$ cat config.mk
export PLATFORM = sky130hd
export DESIGN_NAME = alu_req_arbiter_flat
export DESIGN_NICKNAME = d
export VERILOG_FILES = /design/src/rtl/alu_req_arbiter_pkg.sv /design/src/rtl/alu_req_arbiter_if.sv /design/src/rtl/alu_req_arbiter_rr_pick4.sv /design/src/rtl/alu_req_arbiter.sv /design/src/flat_wrapper.sv
export SDC_FILE = /design/constraint.sdc
export NUM_CORES = 1
export LEC_CHECK = 0
export CORE_MARGIN = 10
export CORE_UTILIZATION = 48
export CTS_BUF_LIST = sky130_fd_sc_hd__clkbuf_4
export CTS_CLUSTER_SIZE = 30
export DETAILED_ROUTE_END_ITERATION = 6
export MAX_ROUTING_LAYER = met4
export PLACE_DENSITY = 0.88
export SETUP_SLACK_MARGIN = 0.3
export SLEW_MARGIN = 10
export SYNTH_ARGS = -nofsm -noshare
export SYNTH_HDL_FRONTEND = slang
export SYNTH_SLANG_ARGS = --single-unit
$ cat constraint.sdc
create_clock -name clk -period 5 [get_ports clk]
set_input_delay 1 -clock clk [delete_from_list [all_inputs] [get_ports clk]]
set_output_delay 1 -clock clk [all_outputs]
set_load 0.005 [all_outputs]
$ cat src/rtl/alu_req_arbiter_pkg.sv
// +--------------------------------------------------------------------------+
// | alu_arb_pkg : state encoding, ALU opcodes and requester count            |
// | Revision 1.0                                                             |
// +--------------------------------------------------------------------------+
`default_nettype none

package alu_arb_pkg;

  localparam int N_REQ = 4;

  typedef enum logic [1:0] {
    IDLE  = 2'd0,
    ISSUE = 2'd1,
    WAIT  = 2'd2,
    RESP  = 2'd3
  } state_t;

  localparam logic [1:0] OP_ADD = 2'd0;
  localparam logic [1:0] OP_SUB = 2'd1;
  localparam logic [1:0] OP_AND = 2'd2;
  localparam logic [1:0] OP_OR  = 2'd3;

endpackage

`default_nettype wire

$ cat src/rtl/alu_req_arbiter_if.sv
// +--------------------------------------------------------------------------+
// | alu_req_arbiter_if : requester-side and ALU-side signals of the arbiter  |
// | Revision 1.0                                                             |
// +--------------------------------------------------------------------------+
`default_nettype none

interface alu_req_arbiter_if
  import alu_arb_pkg::*;
#(
  parameter int DW = 4
);
  logic [N_REQ-1:0]    req;
  logic [N_REQ*DW-1:0] op_a;
  logic [N_REQ*DW-1:0] op_b;
  logic [N_REQ*2-1:0]  opc;
  logic [1:0]          sel;
  logic [DW-1:0]       alu_a;
  logic [DW-1:0]       alu_b;
  logic [1:0]          alu_op;
  logic                alu_start;
  logic [DW-1:0]       alu_res;
  logic                alu_cout;
  logic [N_REQ-1:0]    gnt;
  logic [N_REQ-1:0]    done;
  logic [DW:0]         res;

  // slave = the arbiter, master = requesters plus ALU
  modport slave (
    input  req, op_a, op_b, opc, alu_res, alu_cout,
    output sel, alu_a, alu_b, alu_op, alu_start, gnt, done, res
  );

  modport master (
    output req, op_a, op_b, opc, alu_res, alu_cout,
    input  sel, alu_a, alu_b, alu_op, alu_start, gnt, done, res
  );
endinterface

`default_nettype wire

$ cat src/rtl/alu_req_arbiter_rr_pick4.sv
// +--------------------------------------------------------------------------+
// | rr_pick4 : 4-way winner pick; round-robin after last, or fixed priority  |
// | when ARB_FIXED_PRIO_EN is defined.  Revision 1.0                         |
// +--------------------------------------------------------------------------+
`default_nettype none

module rr_pick4 (
  input  logic [3:0] req,
  input  logic [1:0] last,
  output logic [1:0] win,
  output logic       valid
);

`ifdef ARB_FIXED_PRIO_EN
  logic unused_last;
  assign unused_last = ^last;

  always_comb begin
    win = 2'd0;
    for (int i = 3; i >= 0; i--) begin
      if (req[i]) win = 2'(i);
    end
  end
`else
  logic       found;
  logic [1:0] idx;

  // Search last+1, last+2, ... with natural 2-bit wrap; last itself is tried last.
  always_comb begin
    win   = 2'd0;
    found = 1'b0;
    idx   = 2'd0;
    for (int k = 1; k <= 4; k++) begin
      idx = last + 2'(k);
      if (!found && req[idx]) begin
        win   = idx;
        found = 1'b1;
      end
    end
  end
`endif

  assign valid = |req;

endmodule

`default_nettype wire

$ cat src/rtl/alu_req_arbiter.sv
// +--------------------------------------------------------------------------+
// | alu_req_arbiter : shares one ALU between four requesters (ISSUE/WAIT/    |
// | RESP FSM); ARB_FIXED_PRIO_EN selects fixed priority.  Revision 1.0       |
// +--------------------------------------------------------------------------+
`default_nettype none

module alu_req_arbiter
  import alu_arb_pkg::*;
#(
  parameter int DW      = 4,
  parameter int ALU_LAT = 1
)
(
  input  logic             clk,
  input  logic             rst_n,
  alu_req_arbiter_if.slave bus
);

  state_t           state_q, state_d;
  logic [1:0]       sel_q, sel_d;
  logic [1:0]       last_q, last_d;
  logic [DW-1:0]    a_q, a_d;
  logic [DW-1:0]    b_q, b_d;
  logic [1:0]       op_q, op_d;
  logic             start_q, start_d;
  logic [N_REQ-1:0] gnt_q, gnt_d;
  logic [N_REQ-1:0] done_q, done_d;
  logic [DW:0]      res_q, res_d;
  logic [3:0]       cnt_q, cnt_d;

  logic [1:0]       win;
  logic             win_vld;

  rr_pick4 u_pick (
    .req   (bus.req),
    .last  (last_q),
    .win   (win),
    .valid (win_vld)
  );

  always_comb begin
    state_d = state_q;
    sel_d   = sel_q;
    last_d  = last_q;
    a_d     = a_q;
    b_d     = b_q;
    op_d    = op_q;
    start_d = 1'b0;
    gnt_d   = gnt_q;
    done_d  = '0;
    res_d   = res_q;
    cnt_d   = cnt_q;
    case (state_q)
      IDLE: begin
        if (win_vld) begin
          state_d = ISSUE;
          sel_d   = win;
          gnt_d   = 4'b0001 << win;
          a_d     = bus.op_a[win*DW +: DW];
          b_d     = bus.op_b[win*DW +: DW];
          op_d    = bus.opc[win*2 +: 2];
        end
      end
      ISSUE: begin
        // start is seen in the first WAIT cycle, which is where latency counting begins
        start_d = 1'b1;
        cnt_d   = 4'(ALU_LAT - 1);
        state_d = WAIT;
      end
      WAIT: begin
        if (cnt_q == 4'd0) begin
          res_d   = {bus.alu_cout, bus.alu_res};
          done_d  = gnt_q;
          state_d = RESP;
        end else begin
          cnt_d = cnt_q - 4'd1;
        end
      end
      RESP: begin
        last_d  = sel_q;
        gnt_d   = '0;
        state_d = IDLE;
      end
      default: state_d = IDLE;
    endcase
  end

  always_ff @(posedge clk or negedge rst_n) begin
    if (!rst_n) begin
      state_q <= IDLE;
      sel_q   <= 2'd0;
      last_q  <= 2'd3;
      a_q     <= '0;
      b_q     <= '0;
      op_q    <= 2'd0;
      start_q <= 1'b0;
      gnt_q   <= '0;
      done_q  <= '0;
      res_q   <= '0;
      cnt_q   <= 4'd0;
    end else begin
      state_q <= state_d;
      sel_q   <= sel_d;
      last_q  <= last_d;
      a_q     <= a_d;
      b_q     <= b_d;
      op_q    <= op_d;
      start_q <= start_d;
      gnt_q   <= gnt_d;
      done_q  <= done_d;
      res_q   <= res_d;
      cnt_q   <= cnt_d;
    end
  end

  assign bus.sel       = sel_q;
  assign bus.alu_a     = a_q;
  assign bus.alu_b     = b_q;
  assign bus.alu_op    = op_q;
  assign bus.alu_start = start_q;
  assign bus.gnt       = gnt_q;
  assign bus.done      = done_q;
  assign bus.res       = res_q;

endmodule

`default_nettype wire

$ cat src/flat_wrapper.sv
// flat-port wrapper written by rule: the top's interface ports become plain ports
module alu_req_arbiter_flat import alu_arb_pkg::*;
#(
  parameter int DW      = 4,
  parameter int ALU_LAT = 1
)
  (clk, rst_n, bus_req, bus_op_a, bus_op_b, bus_opc, bus_alu_res, bus_alu_cout, bus_sel, bus_alu_a, bus_alu_b, bus_alu_op, bus_alu_start, bus_gnt, bus_done, bus_res);
  alu_req_arbiter_if #(.DW(DW)) bus_i ();
  input  logic clk;
  input  logic rst_n;
  input wire logic [$bits(bus_i.req)-1:0] bus_req;
  input wire logic [$bits(bus_i.op_a)-1:0] bus_op_a;
  input wire logic [$bits(bus_i.op_b)-1:0] bus_op_b;
  input wire logic [$bits(bus_i.opc)-1:0] bus_opc;
  input wire logic [$bits(bus_i.alu_res)-1:0] bus_alu_res;
  input wire logic [$bits(bus_i.alu_cout)-1:0] bus_alu_cout;
  output wire logic [$bits(bus_i.sel)-1:0] bus_sel;
  output wire logic [$bits(bus_i.alu_a)-1:0] bus_alu_a;
  output wire logic [$bits(bus_i.alu_b)-1:0] bus_alu_b;
  output wire logic [$bits(bus_i.alu_op)-1:0] bus_alu_op;
  output wire logic [$bits(bus_i.alu_start)-1:0] bus_alu_start;
  output wire logic [$bits(bus_i.gnt)-1:0] bus_gnt;
  output wire logic [$bits(bus_i.done)-1:0] bus_done;
  output wire logic [$bits(bus_i.res)-1:0] bus_res;
  assign bus_i.req = bus_req;
  assign bus_i.op_a = bus_op_a;
  assign bus_i.op_b = bus_op_b;
  assign bus_i.opc = bus_opc;
  assign bus_i.alu_res = bus_alu_res;
  assign bus_i.alu_cout = bus_alu_cout;
  assign bus_sel = bus_i.sel;
  assign bus_alu_a = bus_i.alu_a;
  assign bus_alu_b = bus_i.alu_b;
  assign bus_alu_op = bus_i.alu_op;
  assign bus_alu_start = bus_i.alu_start;
  assign bus_gnt = bus_i.gnt;
  assign bus_done = bus_i.done;
  assign bus_res = bus_i.res;
  alu_req_arbiter #(.DW(DW), .ALU_LAT(ALU_LAT)) u_core (.clk(clk), .rst_n(rst_n), .bus(bus_i));
endmodule
==> report_table.html <==
<table>
<tr><th>Metric</th><th>Value</th></tr>
<tr><th colspan="2">Worst setup path</th></tr>
<tr><td>Category of cells accounting for the largest share of critical-path delay</td><td>buffers and inverters</td></tr>
<tr><td>Start of the worst register-to-register path</td><td>u_core.last_q[1]$_DFFE_PN1P_</td></tr>
<tr><td>Number of buffers and inverters on the critical path</td><td>2</td></tr>
<tr><td>Start point of the critical path</td><td>bus_req[0]</td></tr>
<tr><td>Largest fanout on the critical path</td><td>12</td></tr>
<tr><td>Critical path data required time</td><td>5.17 ns</td></tr>
<tr><td>Delay of the slowest critical-path stage</td><td>0.55 ns</td></tr>
<tr><td>Worst reg2reg endpoint</td><td>u_core.bus.alu_a[0]$_DFFE_PN0P_</td></tr>
<tr><td>Startpoint types</td><td>input port</td></tr>
<tr><td>Worst-path cell with the longest stage delay</td><td>sky130_fd_sc_hd__clkdlybuf4s50_1</td></tr>
<tr><td>Critical-path cell list</td><td>clkdlybuf4s50_1 &gt; nand3b_1 &gt; o21a_1 &gt; and2_1 &gt; buf_4 &gt; mux2i_1 &gt; a211oi_1</td></tr>
<tr><td>Critical Path Sink Type</td><td>flop</td></tr>
<tr><td>Data arrival time at the worst-slack endpoint</td><td>~3.2 ns</td></tr>
<tr><td>Critical path class</td><td>in -&gt; reg</td></tr>
<tr><td>Number of cell instances on the worst register-to-register path</td><td>6</td></tr>
<tr><td>R2R setup slack</td><td>2.47 ns</td></tr>
<tr><th colspan="2">Finish</th></tr>
<tr><td>Post-route core utilization</td><td>0.7283</td></tr>
<tr><td>Fraction of layout cells with a size suffix above 1</td><td>0.1134</td></tr>
<tr><td>Final layout net count</td><td>303</td></tr>
<tr><td>Post-route non-filler standard cell count</td><td>295</td></tr>
<tr><td>Area grow syn2layout</td><td>43.91%</td></tr>
<tr><td>Number of antenna diodes</td><td>0</td></tr>
<tr><th colspan="2">Timing</th></tr>
<tr><td>Share of the clock period used by the worst path after layout</td><td>0.6079</td></tr>
<tr><td>Post-route clock skew</td><td>roughly 0.016 ns</td></tr>
<tr><td>Number of pins exceeding their max-slew limit in the final report</td><td>0</td></tr>
<tr><td>Total Neg Setup Slack</td><td>0 ns</td></tr>
<tr><td>Achievable clock frequency</td><td>~330 MHz</td></tr>
<tr><td>Normalized max-slew margin</td><td>0.2610</td></tr>
<tr><td>Final hold violation count</td><td>0</td></tr>
<tr><td>Slew at the pin with the worst max-slew slack</td><td>approximately 1.1 ns</td></tr>
<tr><td>Period minus WS final</td><td>3.040 ns</td></tr>
<tr><td>Final setup violation count</td><td>0</td></tr>
<tr><td>PnR worst setup slack</td><td>1.960 ns</td></tr>
<tr><td>Final worst hold slack</td><td>about 0.49 ns</td></tr>
<tr><td>Setup repair after global routing missed its margin</td><td>false</td></tr>
<tr><th colspan="2">Power and ir drop</th></tr>
<tr><td>Switching component of the power</td><td>~480 µW</td></tr>
<tr><td>Fraction of power spent switching nets</td><td>0.3681</td></tr>
<tr><td>Lkg Pwr</td><td>0.001120 µW</td></tr>
<tr><td>Internal power</td><td>816.0 µW</td></tr>
<tr><td>Total power divided by cell area</td><td>477.1 nW/µm²</td></tr>
<tr><td>Power share of the combinational group</td><td>0.529</td></tr>
<tr><td>Power share of the sequential group</td><td>0.356</td></tr>
<tr><td>Clock share of power</td><td>0.115</td></tr>
<tr><td>Max rail drop VDD</td><td>roughly 240 µV</td></tr>
<tr><th colspan="2">Clock network</th></tr>
<tr><td>Post-CTS Hold Fix Bufs</td><td>0</td></tr>
<tr><td>Worst-Skew Late Latency</td><td>~0.34 ns</td></tr>
<tr><td>Clock tree from TritonCTS</td><td>done</td></tr>
<tr><td>Maximum level of the CTS H-tree</td><td>2</td></tr>
<tr><td>CTS clk-pin slew, worst paths</td><td>0.10 ns</td></tr>
<tr><td>Clock buffer count from CTS</td><td>5</td></tr>
<tr><td>PostCTS Resize Cnt</td><td>0</td></tr>
<tr><td># Post-CTS Setup Buffers</td><td>0</td></tr>
<tr><td>Number of clock sinks seen by CTS</td><td>34</td></tr>
<tr><td>CTS Root Buffer Type</td><td>sky130_fd_sc_hd__clkbuf_4</td></tr>
<tr><td>Maximum buffer depth of the clock tree</td><td>2</td></tr>
<tr><th colspan="2">Drt</th></tr>
<tr><td>Post-route DRC</td><td>0</td></tr>
<tr><td>Antenna Nets Post-Route</td><td>0</td></tr>
<tr><td>Total length of routed wires</td><td>a little under 5 mm</td></tr>
<tr><td>Count of vias placed by the detailed router</td><td>1,573</td></tr>
<tr><td>Pre-Repair DR Iteration Count</td><td>4</td></tr>
<tr><td>Via/cell ratio</td><td>5.332</td></tr>
<tr><td>Average wire per standard cell</td><td>approximately 16 µm</td></tr>
<tr><td>Detailed Route Iter0 Violations</td><td>57</td></tr>
<tr><th colspan="2">Global route</th></tr>
<tr><td>Layer with the highest usage</td><td>met2</td></tr>
<tr><td>Initial antenna violation count</td><td>0</td></tr>
<tr><td>Global-route wire length before repair</td><td>7.907 mm</td></tr>
<tr><td>Sum of overflow across all layers after global routing</td><td>0</td></tr>
<tr><td>Total routing usage reported by global routing</td><td>0.1554</td></tr>
<tr><td>GR Layer Usage met3</td><td>0.03888</td></tr>
<tr><td>Number of global-route vias before repair</td><td>~1.6k</td></tr>
<tr><td>Pin count of the biggest net entering global routing</td><td>35</td></tr>
<tr><td>Global routing met1 resource utilization</td><td>0.1770</td></tr>
<tr><td>Met2 capacity usage during global routing</td><td>0.2574</td></tr>
<tr><th colspan="2">Placement</th></tr>
<tr><td>Placed wire-length estimate</td><td>3.874 mm</td></tr>
<tr><td>Cell count after placement</td><td>287</td></tr>
<tr><td>Count of input and output buffers</td><td>between 70 and 80</td></tr>
<tr><td>Worst slack, placed</td><td>1.574 ns</td></tr>
<tr><td>GPL Wtd Cong</td><td>0.7869</td></tr>
<tr><th colspan="2">Floorplanning</th></tr>
<tr><td>Placement row count</td><td>22</td></tr>
<tr><td>Die area</td><td>around 6800 µm²</td></tr>
<tr><td>Core box area</td><td>approximately 3700 µm²</td></tr>
<tr><td>Top Ports</td><td>77</td></tr>
<tr><td>Floorplan die height</td><td>82.59 µm</td></tr>
<tr><td>Horizontal extent of the die</td><td>82.59 µm</td></tr>
<tr><td>Initial core utilization</td><td>0.5061</td></tr>
<tr><th colspan="2">Logic synthesis</th></tr>
<tr><td>Number of instances in the synthesized netlist</td><td>~170</td></tr>
<tr><td>Syn Nets</td><td>226</td></tr>
<tr><td>Sequential-to-total area share from yosys stat</td><td>0.4538</td></tr>
<tr><td>Post-synthesis cell area</td><td>around 1900 µm²</td></tr>
<tr><td>Number of warnings issued by yosys</td><td>0</td></tr>
<tr><td>Register bit total from synthesis</td><td>34</td></tr>
<tr><td>Synthesized area per cell</td><td>around 11 µm²</td></tr>
<tr><td>Unique masters post-synth</td><td>37</td></tr>
<tr><th colspan="2">Min path</th></tr>
<tr><td>Start point of the worst hold path</td><td>u_core.bus.res[1]$_DFFE_PN0P_</td></tr>
<tr><td>Min-Delay Path Class</td><td>reg -&gt; reg</td></tr>
<tr><td>Hold Crit Endpoint</td><td>u_core.bus.res[1]$_DFFE_PN0P_</td></tr>
<tr><td>Worst hold stages</td><td>1</td></tr>
<tr><th colspan="2">Outcome</th></tr>
<tr><td>Result of the run</td><td>completed</td></tr>
<tr><th colspan="2">Flow run</th></tr>
<tr><td>Max-cap violation count</td><td>0</td></tr>
</table>
-- area by class of cell --
| type | instances | area, µm² |
|---|---|---|
| Clock inverter | 2 | 8.758 |
| Sequential cell | 34 | 853.3 |
| Inverter | 6 | 22.52 |
| Fill cell | 271 | 1010 |
| Tap cell | 48 | 60.06 |
| Timing Repair Buffer | 80 | 790.8 |
| Clock buffer | 6 | 45.04 |
| Multi-Input combinational cell | 119 | 925.9 |
-- layer usage --
| layer | routed length, µm | share of wire | up-vias |
|---|---|---|---|
| met1 | 2086 | 0.43 | 737 |
| met3 | 347 | 0.072 | 10 |
| li1 | - | - | 768 |
| met4 | 79 | 0.016 | 0 |
| met2 | 2332 | 0.48 | 58 |
| met5 | 0 | 0 | - |
-- worst reg2reg max path, stage by stage, from the launching register on --
cell                       delay (ns)
sky130_fd_sc_hd__dfstp_2         0.61
sky130_fd_sc_hd__mux2i_1         0.24
sky130_fd_sc_hd__o21a_1          0.34
sky130_fd_sc_hd__and2_1          0.51
sky130_fd_sc_hd__buf_4           0.32
sky130_fd_sc_hd__mux2i_1         0.24
sky130_fd_sc_hd__a211oi_1        0.11
-- flip-flops by register name (all words and copies together) (netlist names) --
register,cells
u_core.cnt_q,4
u_core.bus.sel,2
u_core.bus.done,4
u_core.bus.alu_start,1
u_core.state_q,2
u_core.bus.alu_b,4
u_core.last_q,2
u_core.bus.alu_op,2
u_core.bus.res,5
u_core.bus.gnt,4
u_core.bus.alu_a,4
-- stage by stage --
step | total power (µW) | area (µm²)
after CTS | 1307 | 2706
final | 1291 | 2706
after detailed placement | 1158 | 2653
after floorplan | 864.7 | 1881
after global routing | 1393 | 2706
after global placement | 1138 | 2653
-- power groups by stage --
stage	Sequential, µW	Clock (µW)	Combinational [µW]
floorplan	458	0	407
global placement	460	0	678
detailed placement	464	0	694
CTS	460	151	696
global route	478	163	752
finish	459	148	684
-- cell families after synthesis --
kind of cell / count (synthesis) / synth area share
muxes: 17 / 0.09448
adders and majority gates: 6 / 0.03992
buffers and inverters: 16 / 0.05389
and+or+nand+nor: 44 / 0.1178
AOI/OAI and AO/OA: 51 / 0.2355
xor gates and xnor gates: 1 / 0.004658
DFF: 34 / 0.4538
-- cell usage after synthesis, drive strengths merged --
cell | instances | area share
o32a | 1 | 0.0053
mux2i | 11 | 0.059
nor3 | 1 | 0.0027
dfrtp | 32 | 0.43
nor2b | 5 | 0.017
and2 | 6 | 0.020
ha | 6 | 0.040
nor2 | 14 | 0.028
nor4 | 1 | 0.0033
nand4b | 1 | 0.0047
nand2b | 2 | 0.0067
xnor2 | 1 | 0.0047
inv | 6 | 0.012
a21boi | 10 | 0.040
mux2 | 6 | 0.036
nand3b | 3 | 0.012
o21bai | 2 | 0.0080
o21a | 1 | 0.0040
nand2 | 10 | 0.020
o21ai | 10 | 0.027
nor3b | 1 | 0.0040
a32o | 4 | 0.021
o211ai | 1 | 0.0040
a221oi | 1 | 0.0047
a211oi | 19 | 0.11
a31oi | 1 | 0.0033
buf | 7 | 0.036
o211a | 1 | 0.0053
clkbuf | 3 | 0.0060
dfstp | 2 | 0.028
-- how the worst max path moves through the flow --
stage | cells after the start | endpoint
after floorplan | 5 | u_core.bus.alu_a[0]$_DFFE_PN0P_
after global placement | 7 | u_core.bus.alu_b[0]$_DFFE_PN0P_
after detailed placement | 7 | u_core.bus.alu_a[0]$_DFFE_PN0P_
after CTS | 7 | u_core.bus.alu_a[0]$_DFFE_PN0P_
after global routing | 7 | u_core.bus.alu_a[0]$_DFFE_PN0P_
final | 7 | u_core.bus.alu_a[0]$_DFFE_PN0P_
-- cell usage in the layout (no fill, tap or decap), drive strengths merged, types with 3 or more instances in the layout --
master	count
mux2	6
ha	6
inv	6
clkbuf	6
buf	4
a21boi	10
nand2	10
nand3b	3
clkdlybuf4s50	76
o21ai	10
a211oi	19
mux2i	11
dfrtp	32
nor2b	5
nor2	14
a32o	4
and2	6
Note: power is estimated with default switching activity, not from simulation.
